### config.mk
export PLATFORM = sky130hd
export DESIGN_NAME = morse_encoder_seq
export DESIGN_NICKNAME = d
export VERILOG_FILES = /design/src/rtl/morse_encoder_seq.sv
export SDC_FILE = /design/constraint.sdc
export NUM_CORES = 1
export LEC_CHECK = 0
export ABC_CLOCK_PERIOD_IN_PS = 3200
export CAP_MARGIN = 20
export CORE_ASPECT_RATIO = 1.1
export CORE_MARGIN = 4
export CORE_UTILIZATION = 56
export DETAILED_ROUTE_END_ITERATION = 8
export PLACE_DENSITY_LB_ADDON = 0.08
export REMOVE_ABC_BUFFERS = 1
export SLEW_MARGIN = 20
export SYNTH_ARGS = -nofsm -noshare
export SYNTH_HDL_FRONTEND = slang
export SYNTH_SLANG_ARGS = --single-unit
### constraint.sdc
create_clock -name Clock -period 3.2 [get_ports Clock]
set_input_delay 0.96 -clock Clock [delete_from_list [all_inputs] [get_ports Clock]]
set_output_delay 0.96 -clock Clock [all_outputs]
set_load 0.02 [all_outputs]
### src/rtl/morse_encoder_seq.sv
// morse_encoder_seq: FIFO-fed Morse encoder sending letters back-to-back with unit-accurate timing.
// Rev 1.0
`default_nettype none

module morse_encoder_seq #(
  parameter int UNIT_CYCLES = 4,
  parameter int FIFO_DEPTH  = 4
) (
  input  logic                         Clock,
  input  logic                         Reset,
  input  logic [2:0]                   LetterIn,
  input  logic                         LetterValid,
  output logic                         LetterReady,
  input  logic                         Abort,
  output logic [1:0]                   Morse,
  output logic                         KeyOut,
  output logic                         Busy,
  output logic [3:0]                   State,
  output logic [$clog2(FIFO_DEPTH):0]  Count
);

  localparam int AW    = $clog2(FIFO_DEPTH);
  localparam int CNT_W = AW + 1;
  localparam int CW    = $clog2(4 * UNIT_CYCLES);

  localparam logic [CW-1:0] LOAD_DOT  = CW'(UNIT_CYCLES - 1);
  localparam logic [CW-1:0] LOAD_DASH = CW'(3 * UNIT_CYCLES - 1);
  localparam logic [CW-1:0] LOAD_WGAP = CW'(4 * UNIT_CYCLES - 1);

  typedef enum logic [3:0] {
    S_IDLE   = 4'd0,
    S_LOAD   = 4'd1,
    S_MARK   = 4'd2,
    S_ESPACE = 4'd3,
    S_LGAP   = 4'd4,
    S_WGAP   = 4'd5
  } state_t;

  state_t            state, state_nx;
  logic [CW-1:0]     unit_cnt, cnt_nx;
  logic [3:0]        pat, pat_nx;
  logic [2:0]        len, len_nx;
  logic [1:0]        rem, rem_nx;
  logic [1:0]        morse_nx;
  logic              key_nx;
  logic              timer_done;

  logic [2:0]        mem [FIFO_DEPTH];
  logic [AW-1:0]     wr_ptr, rd_ptr;
  logic [2:0]        head;
  logic              push, pop;

  assign LetterReady = (Count != CNT_W'(FIFO_DEPTH));
  assign Busy        = (state != S_IDLE) || (Count != '0);
  assign State       = state;
  assign head        = mem[rd_ptr];
  assign timer_done  = (unit_cnt == '0);

  // Code 7 completes the handshake but never reaches the queue.
  assign push = LetterValid && LetterReady && !Abort && (LetterIn != 3'd7);

  always_ff @(posedge Clock) begin
    if (push) mem[wr_ptr] <= LetterIn;
  end

  always_ff @(posedge Clock or posedge Reset) begin
    if (Reset) begin
      wr_ptr <= '0;
      rd_ptr <= '0;
      Count  <= '0;
    end else if (Abort) begin
      wr_ptr <= '0;
      rd_ptr <= '0;
      Count  <= '0;
    end else begin
      if (push) wr_ptr <= wr_ptr + 1'b1;
      if (pop)  rd_ptr <= rd_ptr + 1'b1;
      case ({push, pop})
        2'b10:   Count <= Count + 1'b1;
        2'b01:   Count <= Count - 1'b1;
        default: Count <= Count;
      endcase
    end
  end

  always_ff @(posedge Clock or posedge Reset) begin
    if (Reset) begin
      state    <= S_IDLE;
      unit_cnt <= '0;
      pat      <= '0;
      len      <= '0;
      rem      <= '0;
      Morse    <= 2'b00;
      KeyOut   <= 1'b0;
    end else begin
      state    <= state_nx;
      unit_cnt <= cnt_nx;
      pat      <= pat_nx;
      len      <= len_nx;
      rem      <= rem_nx;
      Morse    <= morse_nx;
      KeyOut   <= key_nx;
    end
  end

  // Pattern bit 0 is the element about to be sent (1 = dash); it shifts right per element.
  always_comb begin
    state_nx = state;
    cnt_nx   = timer_done ? unit_cnt : unit_cnt - 1'b1;
    pat_nx   = pat;
    len_nx   = len;
    rem_nx   = rem;
    morse_nx = Morse;
    key_nx   = KeyOut;
    pop      = 1'b0;

    if (Abort) begin
      state_nx = S_IDLE;
      morse_nx = 2'b00;
      key_nx   = 1'b0;
    end else begin
      case (state)
        S_IDLE: begin
          if (Count != '0) begin
            pop      = 1'b1;
            state_nx = S_LOAD;
            case (head)
              3'd0:    begin len_nx = 3'd4; pat_nx = 4'b0000; end
              3'd1:    begin len_nx = 3'd1; pat_nx = 4'b0000; end
              3'd2:    begin len_nx = 3'd4; pat_nx = 4'b0010; end
              3'd3:    begin len_nx = 3'd3; pat_nx = 4'b0111; end
              3'd5:    begin len_nx = 3'd3; pat_nx = 4'b0000; end
              3'd6:    begin len_nx = 3'd1; pat_nx = 4'b0001; end
              default: begin len_nx = 3'd0; pat_nx = 4'b0000; end
            endcase
          end
        end
        S_LOAD: begin
          if (len == 3'd0) begin
            state_nx = S_WGAP;
            cnt_nx   = LOAD_WGAP;
          end else begin
            state_nx = S_MARK;
            morse_nx = pat[0] ? 2'b10 : 2'b01;
            key_nx   = 1'b1;
            cnt_nx   = pat[0] ? LOAD_DASH : LOAD_DOT;
            pat_nx   = pat >> 1;
            rem_nx   = 2'(len - 3'd1);
          end
        end
        S_MARK: begin
          if (timer_done) begin
            morse_nx = 2'b00;
            key_nx   = 1'b0;
            if (rem != 2'd0) begin
              state_nx = S_ESPACE;
              cnt_nx   = LOAD_DOT;
            end else begin
              state_nx = S_LGAP;
              cnt_nx   = LOAD_DASH;
            end
          end
        end
        S_ESPACE: begin
          if (timer_done) begin
            state_nx = S_MARK;
            morse_nx = pat[0] ? 2'b10 : 2'b01;
            key_nx   = 1'b1;
            cnt_nx   = pat[0] ? LOAD_DASH : LOAD_DOT;
            pat_nx   = pat >> 1;
            rem_nx   = rem - 1'b1;
          end
        end
        S_LGAP, S_WGAP: begin
          if (timer_done) state_nx = S_IDLE;
        end
        default: begin
          state_nx = S_IDLE;
          morse_nx = 2'b00;
          key_nx   = 1'b0;
        end
      endcase
    end
  end

endmodule

`default_nettype wire

==> impl_metrics.py, run 1 <==
metrics = {
    "clock_network": {
        "clockRootBuffer": "clkbuf_4",
        "cts_tree": "yes",
        "cts_inserted_buffers": 5,
        "htreeDepth": 2,
        "cts_resized": 0,
        "clk_pin_slew_ns": 0.12,
        "clock_sinks": 37,
        "cts_hold_buf": 0,
        "clock_latency_ns": 0.35,
        "cts_setup_buffers": 0,
        "cts_buffer_depth": 2,
    },
    "global_routing": {
        "grt_max_degree": 26,
        "gr-usage-met3": 0.0540,
        "grt_antenna_before_repair": 0,
        "globalRouteMet1Util": 0.202,
        "busiest_layer": "met2",
        "grt_usage": 0.181,
        "grtUsageMet2": 0.325,
        "grt_pass1_vias": 1484,
        "grt-ovfl-total": 0,
        "grt_pass1_wl_um": 6410,
    },
    "yosys": {
        "yosysWarnings": 0,
        "syn_area_um2": 2000,
        "synth_cell_types": 55,
        "async_reset_ff_frac": 0.676,
        "synthCells": 179,
        "yosysTopAreaCellShare": 0.312,
        "synthFlopType": "dfrtp_1",
        "synth_top_cell_by_area": "dfrtp_1",
        "synth-edff-count": 12,
        "ys_seq_area_frac": 0.492,
        "ys_seq_elements": 37,
        "synth_area_per_cell_um2": 11.2,
        "synthTopCellsByArea": "dfrtp_1 (31%), edfxtp_1 (18%), ha_1 (3.7%)",
    },
    "critical_path": {
        "crit_path_end_kind": "output pin",
        "cp.required_ns": 2.24,
        "reg2regPathDepth": 8,
        "cp_slowest_cell": "clkdlybuf4s50_1",
        "cp-endpoint": "Busy",
        "rrSetupSlack_ns": 0.83,
        "crit_path_start": "Count[0]",
        "critical_path_class": "reg -> out",
        "start_kind": "flip-flop",
        "cp_cell_sequence": "nor3_1 > nand3_1 > or2_2 > clkdlybuf4s50_1",
        "r2r-end": "Count[2]",
        "worstReg2RegStart": "State[1]",
        "cp_slowest_stage_delay_ns": 0.54,
        "path_max_fanout": 6,
        "cp.arrival_ns": 2.06,
    },
    "sta": {
        "slew_headroom": 0.643,
        "max_freq_ghz": 0.331,
        "fin_crit_ns": 3.02,
        "rsz0062_at_grt": "false",
        "fin_tns_setup_ns": 0,
        "hold_violations": 0,
        "setup_viol": 0,
        "clock-skew-final_ns": 0.00501,
        "tightest_slew_ns": 0.533,
        "finalCritPeriodShare": 0.945,
        "report.final.slew_viol_count": 0,
        "finalWorstSetupSlack_ns": 0.176,
    },
    "floorplan": {
        "initial_utilization": 0.592,
        "die-area_um2": 4600,
        "core_um2": 3390,
        "rows": 22,
        "die_x_um": 65.0,
        "num_io_pins": 19,
        "die_h_um": 70.7,
    },
    "routing": {
        "post_drt_via_cell_ratio": 5.67,
        "route.vias.total": 1434,
        "ant_nets": 0,
        "dr.pass1.iters": 4,
        "finalWirelength_um": 3700,
        "drtIter0Drc": 65,
        "post-route-drc-count": 0,
        "wl_per_cell_um": 14.6,
    },
    "power": {
        "total_power_w": 0.00196,
        "powerDensity_nw_per_um2": 842,
        "ir_drop_uv": 402,
        "p_leak_nw": 0.992,
    },
    "placement": {
        "gp_congestion": 0.770,
        "portBuffers": 17,
        "dp_hpwl_um": 2830,
        "place_ws_ns": 0.144,
    },
    "layout": {
        "nets": 218,
        "area_delta_synth_final_pct": 16.2,
        "layout_commonest_cell": "dfrtp_1",
        "n_antenna_cell": 0,
        "final_cell_mix": "dfrtp_1 (25), clkdlybuf4s50_1 (17), nor2_1 (15), edfxtp_1 (12), nand2_1 (11)",
        "drive_gt1_frac": 0.151,
    },
    "min_path": {
        "hold_class": "reg -> reg",
        "holdPathStages": 1,
    },
    "job": {
        "maxCapViolations": 0,
    },
    "outcome": {
        "outcome": "completed",
    },
}
## kinds of logic (layout without fill, tap and decap cells)
kind of cell | count (synthesis) | in the layout | synth area share
XOR/XNOR | 8 | 8 | 0.0350
AO/OA/AOI/OAI | 35 | 35 | 0.121
buffers and inverters | 18 | 44 | 0.0443
flip-flops | 37 | 37 | 0.492
AND/OR/NAND/NOR | 60 | 60 | 0.165
other | 1 | 1 | 0.00187
adder cells (fa/ha/maj) | 7 | 7 | 0.0474
multiplexers | 13 | 13 | 0.0936
## cell usage after synthesis, types with 3 or more instances
library cell / count
nor2b_1: 5
a21oi_1: 9
and2_1: 4
nor3_1: 4
inv_1: 10
o21ai_0: 6
edfxtp_1: 12
o31ai_1: 3
nor2_1: 15
ha_1: 6
nand2_1: 11
nand2b_1: 3
xnor2_1: 5
mux2i_1: 6
dfrtp_1: 25
xor2_1: 3
## final cells by class
| class | count | area (um2) |
|---|---|---|
| Clock buffer | 5 | 37.5 |
| Inverter | 10 | 37.5 |
| Clock inverter | 3 | 41.3 |
| Timing Repair Buffer | 26 | 238 |
| Tap cell | 48 | 60.1 |
| Sequential cell | 37 | 986 |
| Fill cell | 281 | 1060 |
| Multi-Input combinational cell | 124 | 930 |
## worst max-delay path: cells and delay by family, from the launching register on
kind                   cells  cell delay, ns
DFF                        1            0.46
buffers and inverters      1            0.54
and+or+nand+nor            3            0.72
## metrics by stage
stage / std cells / area (um2) / hold WS, ns / utilization
6_report: 253 / 2330 / 0.493 / 0.688
4_1_cts: 253 / 2330 / 0.501 / 0.688
5_1_grt: 253 / 2330 / 0.533 / 0.688
3_5_place_dp: 245 / 2250 / 0.474 / 0.665
3_3_place_gp: 245 / 2250 / 0.460 / 0.665
2_1_floorplan: 171 / 1950 / 0.459 / -
## routing by layer
layer / share of wire / vias to the layer above
li1: - / 689
met1: 0.41 / 715
met2: 0.54 / 25
met3: 0.033 / 5
met4: 0.016 / 0
met5: 0 / -
## power by group
| group | internal, W | switching (W) |
|---|---|---|
| clock network | 0.000162 | 0.000165 |
| logic | 0.000443 | 0.000459 |
| registers | 0.000613 | 0.000120 |
| total | 0.00122 | 0.000744 |
## worst min path at each step
stage	end	start	slack [ns]
CTS	KeyOut	KeyOut	0.50
finish	KeyOut	KeyOut	0.49
global route	KeyOut	KeyOut	0.53
floorplan	Morse[0]	pat[0]	0.46
global placement	KeyOut	KeyOut	0.46
detailed placement	KeyOut	KeyOut	0.47
## state kept, by name (all words and copies together) (netlist names)
register and flops:
Count 3, KeyOut 1, Morse 2, State 3, len 3, mem 12
pat 3, rd_ptr 2, rem 2, unit_cnt 4, wr_ptr 2
Note: power is estimated with default switching activity, not from simulation.
==> run 2: changes to the inputs <==
- CORE_UTILIZATION: 56 -> 49
==> impl_metrics.py, run 2 (synthesis gave the netlist of run 1 again) <==
metrics = {
    "clock_network": {
        "cts_inserted_buffers": 5,
        "clock_latency_ns": 0.30,
        "clk_pin_slew_ns": 0.08,
        "cts_tree": "yes",
        "cts_setup_buffers": 0,
        "cts_resized": 0,
        "clock_sinks": 37,
        "cts_hold_buf": 0,
        "cts_buffer_depth": 2,
        "clockRootBuffer": "clkbuf_8",
        "htreeDepth": 2,
    },
    "critical_path": {
        "critical_path_class": "reg -> out",
        "crit_path_end_kind": "output pin",
        "cp-endpoint": "Busy",
        "start_kind": "flip-flop",
        "path_max_fanout": 6,
        "cp.required_ns": 2.24,
        "reg2regPathDepth": 8,
        "worstReg2RegStart": "State[1]",
        "crit_path_start": "Count[0]",
        "rrSetupSlack_ns": 0.79,
        "cp.arrival_ns": 1.99,
        "r2r-end": "Count[2]",
    },
    "layout": {
        "seqCellArea_um2": 986,
        "final_cell_mix": "dfrtp_1 (25), clkdlybuf4s50_1 (17), nor2_1 (15), edfxtp_1 (12), nand2_1 (11)",
        "n_antenna_cell": 0,
        "top_register": "mem",
        "multi_input_area_um2": 930,
        "layout_commonest_cell": "dfrtp_1",
        "fillers": 356,
        "drive_gt1_frac": 0.151,
        "largestRegisters": "mem x12, unit_cnt x4",
        "area_delta_synth_final_pct": 16.9,
        "largest_reg_flops": 12,
        "nets": 218,
    },
    "sta": {
        "report.final.slew_viol_count": 0,
        "rsz0062_at_grt": "false",
        "fin_tns_setup_ns": 0,
        "clock-skew-final_ns": 0.00677,
        "tightest_slew_ns": 0.545,
        "slew_headroom": 0.635,
        "fin_crit_ns": 2.95,
        "max_freq_ghz": 0.339,
        "setup_viol": 0,
        "finalCritPeriodShare": 0.922,
        "hold_violations": 0,
        "finalWorstSetupSlack_ns": 0.250,
    },
    "routing": {
        "dr.pass1.iters": 4,
        "ant_nets": 0,
        "wl_per_cell_um": 14.8,
        "post-route-drc-count": 0,
        "post_drt_via_cell_ratio": 5.47,
        "route.vias.total": 1406,
        "finalWirelength_um": 3800,
        "drtIter0Drc": 48,
    },
    "global_routing": {
        "grt-ovfl-total": 0,
        "grt_pass1_vias": 1415,
        "grt_max_degree": 26,
        "grt_antenna_before_repair": 0,
        "grt_usage": 0.172,
        "grt_pass1_wl_um": 6490,
    },
    "floorplan": {
        "die_h_um": 75.1,
        "rows": 24,
        "initial_utilization": 0.506,
        "core_um2": 3960,
        "die-area_um2": 5180,
        "num_io_pins": 19,
        "die_x_um": 69.0,
    },
    "power": {
        "clkPwrFrac": 0.164,
        "p_seq_frac": 0.374,
        "p_leak_nw": 0.998,
        "p_comb_frac": 0.462,
        "ir_drop_uv": 341,
        "intPower_w": 0.00121,
        "p_switching_w": 0.000751,
        "powerDensity_nw_per_um2": 836,
        "sw_frac_of_total": 0.383,
    },
    "placement": {
        "dp_hpwl_um": 2900,
        "gp_congestion": 0.779,
        "portBuffers": 17,
        "place_ws_ns": 0.121,
    },
    "min_path": {
        "worstHoldStart": "Morse[0]",
        "hold_class": "reg -> reg",
    },
    "outcome": {
        "outcome": "completed",
    },
    "job": {
        "maxCapViolations": 0,
    },
}
[run 2: cell types whose count changed in the layout (fill, tap and decap cells not counted)]
cell | previous run | this run
clkinv_2 | 0 | 1
clkinv_4 | 0 | 1
clkinvlp_4 | 1 | 0
clkbuf_8 | 0 | 5
bufinv_16 | 1 | 0
clkbuf_4 | 5 | 0
[run 2: how the worst min path moves through the flow]
stage / to / slack (ns) / depth (start not counted)
3_5_place_dp: Morse[0] / 0.48 / 1
2_1_floorplan: Morse[0] / 0.46 / 1
5_1_grt: Morse[0] / 0.53 / 1
4_1_cts: Morse[0] / 0.50 / 1
3_3_place_gp: KeyOut / 0.46 / 1
6_report: Morse[0] / 0.49 / 1
[run 2: layout make-up]
cell class,count,share of cell area
Clock buffer,5,0.0294
Clock inverter,3,0.00748
Inverter,10,0.0160
Multi-Input combinational cell,124,0.397
Sequential cell,37,0.421
Tap cell,52,0.0278
Timing Repair Buffer,26,0.101
[run 2: per-stage QoR]
stage               hold WS (ns)  power (W)   util  cell area, um2  std cells
floorplan                  0.459    0.00135      -            1950        171
global placement           0.460    0.00162  0.569            2260        249
detailed placement         0.477    0.00165  0.569            2260        249
CTS                        0.499    0.00198  0.591            2340        257
global route               0.530    0.00211  0.591            2340        257
finish                     0.492    0.00196  0.591            2340        257
[run 2: power by group through the flow]
stage	sequential, W	combinational, W	clock (W)
2_1_floorplan	0.000774	0.000578	0
3_3_place_gp	0.000734	0.000888	0
3_5_place_dp	0.000744	0.000911	0
4_1_cts	0.000735	0.000915	0.000330
5_1_grt	0.000752	0.00101	0.000349
6_report	0.000732	0.000904	0.000322
[run 2: worst max-delay path, cell delays in order (launching register included)]
cell             delay [ns]
dfrtp_1                0.44
nor3_1                 0.29
nand3_1                0.14
or2_2                  0.28
clkdlybuf4s50_1        0.54
[run 2: routing by layer]
metal	part of all wire	wire length [um]	global-route usage
met1	0.41	1550	0.190
met2	0.54	2060	0.309
met3	0.034	131	0.0463
met4	0.015	57	0.0693
met5	0	0	0
==> run 3: changes to the inputs <==
- ABC_AREA: default -> 0
- CAP_MARGIN: 20 -> default
==> results of run 3 <==
Final layout, timing and power as in run 2 (identical DEF).
